<file path="config.mk">
export PLATFORM = sky130hd
export DESIGN_NAME = peripheral_uart_rx_drain_ctrl_wb
export DESIGN_NICKNAME = d
export VERILOG_FILES = /design/src/rtl/peripheral_uart_rx_drain_ctrl_wb.sv
export SDC_FILE = /design/constraint.sdc
export NUM_CORES = 1
export LEC_CHECK = 0
export CAP_MARGIN = 20
export CELL_PAD_IN_SITES_DETAIL_PLACEMENT = 1
export CELL_PAD_IN_SITES_GLOBAL_PLACEMENT = 2
export CORE_UTILIZATION = 31
export DETAILED_ROUTE_END_ITERATION = 6
export GPL_TIMING_DRIVEN = 0
export PLACE_DENSITY_LB_ADDON = 0.1
export SLEW_MARGIN = 0
export SYNTH_ARGS = -nofsm -noshare
export SYNTH_HDL_FRONTEND = slang
export SYNTH_SLANG_ARGS = --single-unit
export TNS_END_PERCENT = 10
</file>
<file path="constraint.sdc">
create_clock -name clk -period 5.9 [get_ports clk]
set_clock_uncertainty 0.15 [all_clocks]
set_input_delay 0.885 -clock clk [delete_from_list [all_inputs] [get_ports clk]]
set_output_delay 0.885 -clock clk [all_outputs]
set_load 0.005 [all_outputs]
</file>
<file path="src/rtl/peripheral_uart_rx_drain_ctrl_wb.sv">
// UART RX FIFO drain sequencer: pops received characters onto a valid/ready stream
// and raises the 16550-style receive-data-available and char-timeout requests.
module peripheral_uart_rx_drain_ctrl_wb #(
    parameter int unsigned FIFO_COUNTER_W = 5,
    parameter int unsigned REC_WIDTH      = 11,
    parameter int unsigned MAX_BURST      = 16,
    parameter int unsigned ERR_CNT_W      = 8
) (
    input  logic                      clk,
    input  logic                      wb_rst_i,
    input  logic                      drain_en,
    input  logic [1:0]                trig_sel,
    input  logic                      rx_reset,
    input  logic [FIFO_COUNTER_W-1:0] rf_count,
    input  logic [REC_WIDTH-1:0]      rf_data_out,
    input  logic [9:0]                counter_t,
    output logic                      rf_pop,
    output logic                      m_valid,
    input  logic                      m_ready,
    output logic [7:0]                m_data,
    output logic [2:0]                m_status,
    output logic                      rda_int,
    output logic                      cti_int,
    output logic [ERR_CNT_W-1:0]      err_cnt
);

    typedef enum logic [1:0] {
        S_IDLE,
        S_POP,
        S_HOLD,
        S_GAP
    } state_e;

    state_e                state_q;
    logic                  rf_pop_q;
    logic                  m_valid_q;
    logic [7:0]            m_data_q;
    logic [2:0]            m_status_q;
    logic [7:0]            burst_cnt_q;
    logic [ERR_CNT_W-1:0]  err_cnt_q;

    int unsigned           trig_level;
    logic                  fifo_nonempty;
    logic                  burst_start;
    logic                  burst_continue;
    logic [7:0]            rec_data;
    logic [2:0]            rec_status;

    always_comb begin
        trig_level = 1;
        case (trig_sel)
            2'b00:   trig_level = 1;
            2'b01:   trig_level = 4;
            2'b10:   trig_level = 8;
            default: trig_level = 14;
        endcase
    end

    assign fifo_nonempty  = (rf_count != '0);
    assign rda_int        = (32'(rf_count) >= trig_level);
    assign cti_int        = (counter_t == '0) && fifo_nonempty;
    assign burst_start    = drain_en && fifo_nonempty && (rda_int || cti_int);
    assign burst_continue = drain_en && fifo_nonempty && (32'(burst_cnt_q) < MAX_BURST);
    assign rec_data       = rf_data_out[10:3];
    assign rec_status     = rf_data_out[2:0];

    always_ff @(posedge clk or posedge wb_rst_i) begin
        if (wb_rst_i) begin
            state_q     <= S_IDLE;
            rf_pop_q    <= 1'b0;
            m_valid_q   <= 1'b0;
            m_data_q    <= '0;
            m_status_q  <= '0;
            burst_cnt_q <= '0;
            err_cnt_q   <= '0;
        end else if (rx_reset) begin
            // Abort drops the held character; err_cnt survives a FIFO reset.
            state_q   <= S_IDLE;
            rf_pop_q  <= 1'b0;
            m_valid_q <= 1'b0;
        end else begin
            case (state_q)
                S_IDLE: begin
                    if (burst_start) begin
                        burst_cnt_q <= '0;
                        rf_pop_q    <= 1'b1;
                        state_q     <= S_POP;
                    end
                end
                S_POP: begin
                    rf_pop_q    <= 1'b0;
                    m_data_q    <= rec_data;
                    m_status_q  <= rec_status;
                    burst_cnt_q <= burst_cnt_q + 8'd1;
                    if ((rec_status != '0) && !(&err_cnt_q)) begin
                        err_cnt_q <= err_cnt_q + 1'b1;
                    end
                    m_valid_q   <= 1'b1;
                    state_q     <= S_HOLD;
                end
                S_HOLD: begin
                    if (m_ready) begin
                        m_valid_q <= 1'b0;
                        state_q   <= S_GAP;
                    end
                end
                S_GAP: begin
                    // rf_count has now settled after the previous pop.
                    if (burst_continue) begin
                        rf_pop_q <= 1'b1;
                        state_q  <= S_POP;
                    end else begin
                        state_q  <= S_IDLE;
                    end
                end
                default: begin
                    rf_pop_q  <= 1'b0;
                    m_valid_q <= 1'b0;
                    state_q   <= S_IDLE;
                end
            endcase
        end
    end

    assign rf_pop   = rf_pop_q && !rx_reset;
    assign m_valid  = m_valid_q;
    assign m_data   = m_data_q;
    assign m_status = m_status_q;
    assign err_cnt  = err_cnt_q;

endmodule
</file>
==> key figures <==
Outcome
  – Outcome: finished, final reports clean

Cells and area
  – Fraction of layout cells with a size suffix above 1: 18.0%
  – NumNets Final: between 200 and 300
  – Commonest cells after routing, fill and taps aside: clkdlybuf4s50_1, dfrtp_1, nand2_1
  – ANT cells: 0
  – Layout overhead on the synthesized area: 43.8%
  – Final Instance Count excl. Fillers: 300
  – Most common cell after layout, fill and taps aside: clkdlybuf4s50_1
  – Final Core Density: a little under half

Pwr
  – Leak: between 0.001 and 0.0015 uW
  – Design Power: roughly 1100 uW
  – Power Density: 416 nW/um^2
  – IR drop worst, VDD: between 0.2 and 0.3 mV

Critical path
  – Stages on worst setup path: 7
  – Largest stage delay, worst path: 0.51 ns
  – WS Path Type: in -> out
  – CP Cell Sequence: clkdlybuf4s50_1 -> inv_1 -> ha_1 -> nor4_2 -> o21ai_4 -> and2_1 -> clkdlybuf4s50_1
  – Nature of the critical path startpoint: input port
  – Worst path required time: 4.87 ns
  – Crit path max-delay family: buffers and inverters
  – Crit end category: output pin
  – Slowest CP cell: clkdlybuf4s50_1
  – Cell mode on critical path: clkdlybuf4s50_1
  – R2R depth: 8
  – CP Max Fanout: 3
  – Crit path DAT: ~2.7 ns
  – Crit path buf inv count: 3

Global route
  – First-pass GRT wire length: about 7.7 mm
  – Antenna violations before repair: 0
  – Remaining global-route overflow: 0
  – Total Routing Usage GR: between 10% and 20%
  – Vias in the first global route: 1621
  – Largest net degree at the start of global routing: 22

Flow run
  – Max cap viols: 0

Yosys
  – Number of synthesized flops with an enable pin: 0
  – Syn_nets: ~210
  – Cell area after synthesis: ~1800 sq um
  – Synth Warn #: 0
  – Cells after Synth: around 160
  – Register area share after synthesis: between 40 and 50%
  – Yosys reg bits: 31
  – Netlist cell types: 49
  – Avg Cell Area, Syn: between 10 and 15 sq um
  – Top_reg_cell synth: dfrtp_1
  – Ys async rst share: between 90% and 100%

Timing
  – Setup Total Neg Slack: 0 ns
  – Hold WS: ~0.35 ns
  – Max Clk Rate: around 0.27 GHz
  – Unrepaired setup endpoints after global routing: no
  – Final Hold Vio Count: 0
  – Setup violators final: 0
  – Final Max Tran Viols: 0
  – Slew at the pin closest to its max-slew limit: roughly 0.53 ns
  – Min Tclk post-route: roughly 3.8 ns
  – Slew headroom: 64.7%
  – Period utilisation layout: 63.8%

Route
  – WL/cell: about 15 um
  – Remaining antenna violation count after routing: 0
  – DR pass1 iterations: 4
  – Vias: 1475
  – Initial DRC count: between 50 and 60
  – Residual DRC: 0
  – Vias per cell: approximately 4.9
  – Final WL: approximately 4.5 mm

Clock tree
  – CTS tree: yes
  – Post-CTS Hold Fix Bufs: 0
  – Root buffer cell: clkbuf_8
  – Clk sink count: 31
  – Reg clk slew, reported paths: around 0.070 ns
  – Post-CTS Setup Inserts: 0
  – Cts repair resizes: 0
  – H-tree Lvls: 2
  – CTS Buf Count: 5
  – Clock latency on the worst-skew pair: around 0.28 ns
  – CTS Buffer Depth: 2

Floorplanning
  – Die height: a little under 80 um
  – Initial Util: between 30 and 40%
  – CORE AREA: 5540 sq um
  – Num rows: 27
  – IO Pins: 56
  – DIE AREA: 6090 sq um
  – Die width: a little under 80 um

Hold path
  – Tightest Hold Check Type: reg -> reg
  – WHS Path Cells: 1

Placement
  – Number of I/O port buffers: 55
  – DP HPWL: 3.54 mm
  – GPL Wtd Cong: 0.775
  – Placed cells: ~290
==> power by group <==
| part | internal, uW | switching, uW |
|---|---|---|
| clock network | 137 | 81.3 |
| registers | 301 | 78.1 |
| logic | 273 | 203 |
| total | 710 | 362 |
==> per-layer routing <==
layer | GRT usage (%) | share of wire, % | wire [um]
met2 | 29.6 | 52 | 2360
met5 | 0 | 0 | 0
met1 | 19.0 | 43 | 1930
met3 | 3.60 | 4.1 | 184
met4 | 3.89 | 0.80 | 36
==> registers in the layout (all words and copies together) (netlist names) <==
| register | cells |
|---|---|
| err_cnt | 8 |
| rf_pop_q | 1 |
| m_status | 3 |
| m_valid | 1 |
| state_q | 2 |
| m_data | 8 |
| burst_cnt_q | 8 |
==> through the flow <==
| stage | worst slack (ns) | cell area [sq um] |
|---|---|---|
| global route | 2.04 | 2580 |
| floorplan | 3.18 | 1790 |
| detailed placement | 2.12 | 2460 |
| global placement | 2.17 | 2430 |
| CTS | 2.11 | 2580 |
| finish | 2.13 | 2580 |
==> cell type report <==
| class | count | area [sq um] |
|---|---|---|
| Fill cell | 634 | 2960 |
| Multi-Input combinational cell | 120 | 961 |
| Sequential cell | 31 | 776 |
| Timing Repair Buffer | 56 | 578 |
| Tap cell | 72 | 90.1 |
| Clock buffer | 6 | 82.6 |
| Inverter | 10 | 37.5 |
| Clock inverter | 2 | 35.0 |
| Buffer | 3 | 18.8 |
==> Yosys cell counts (2+ instances only) <==
cell type  number  area, sq um
o311ai_1        3         26.3
dfrtp_1        31          776
o21ai_1         2         10.0
o31ai_1         2         15.0
nor3_1          4         20.0
nor2_1         10         37.5
nand2_1        13         48.8
nor2b_1         3         18.8
nand3_1         9         45.0
o21ai_4         2         32.5
mux2_2         12          135
nor4_2          3         37.5
inv_1          10         37.5
and3_1          2         12.5
o21ai_0         2         10.0
a21oi_1         2         10.0
ha_1           11          138
xnor2_1         3         26.3
nand2b_1        5         31.3
a22o_1          3         26.3
xor2_1          4         35.0
==> kinds of logic after synthesis <==
kind of cell	Yosys count	synth area share [%]
DFF	31	43.3
AOI/OAI and AO/OA	28	15.4
and+or+nand+nor	62	19.6
adders and majority gates	11	7.68
buffers and inverters	13	3.14
xor gates and xnor gates	7	3.42
muxes	12	7.54
==> path summary, 6_finish.rpt <==
kind                                   startpoint                         end  slack, ns
hold reg to reg            err_cnt[4]$_DFFE_PP0P_      err_cnt[4]$_DFFE_PP0P_       0.35
setup reg to reg           state_q[1]$_DFFE_PP0P_      err_cnt[7]$_DFFE_PP0P_       3.53
max in group asynchronous                wb_rst_i  burst_cnt_q[7]$_DFFE_PP0P_       4.32
hold / removal             err_cnt[4]$_DFFE_PP0P_      err_cnt[4]$_DFFE_PP0P_       0.35
setup / recovery                      trig_sel[1]                     rda_int       2.13
min in group asynchronous                wb_rst_i       m_data[4]$_DFFE_PP0P_       0.79
(Power assumes the default switching activity.)
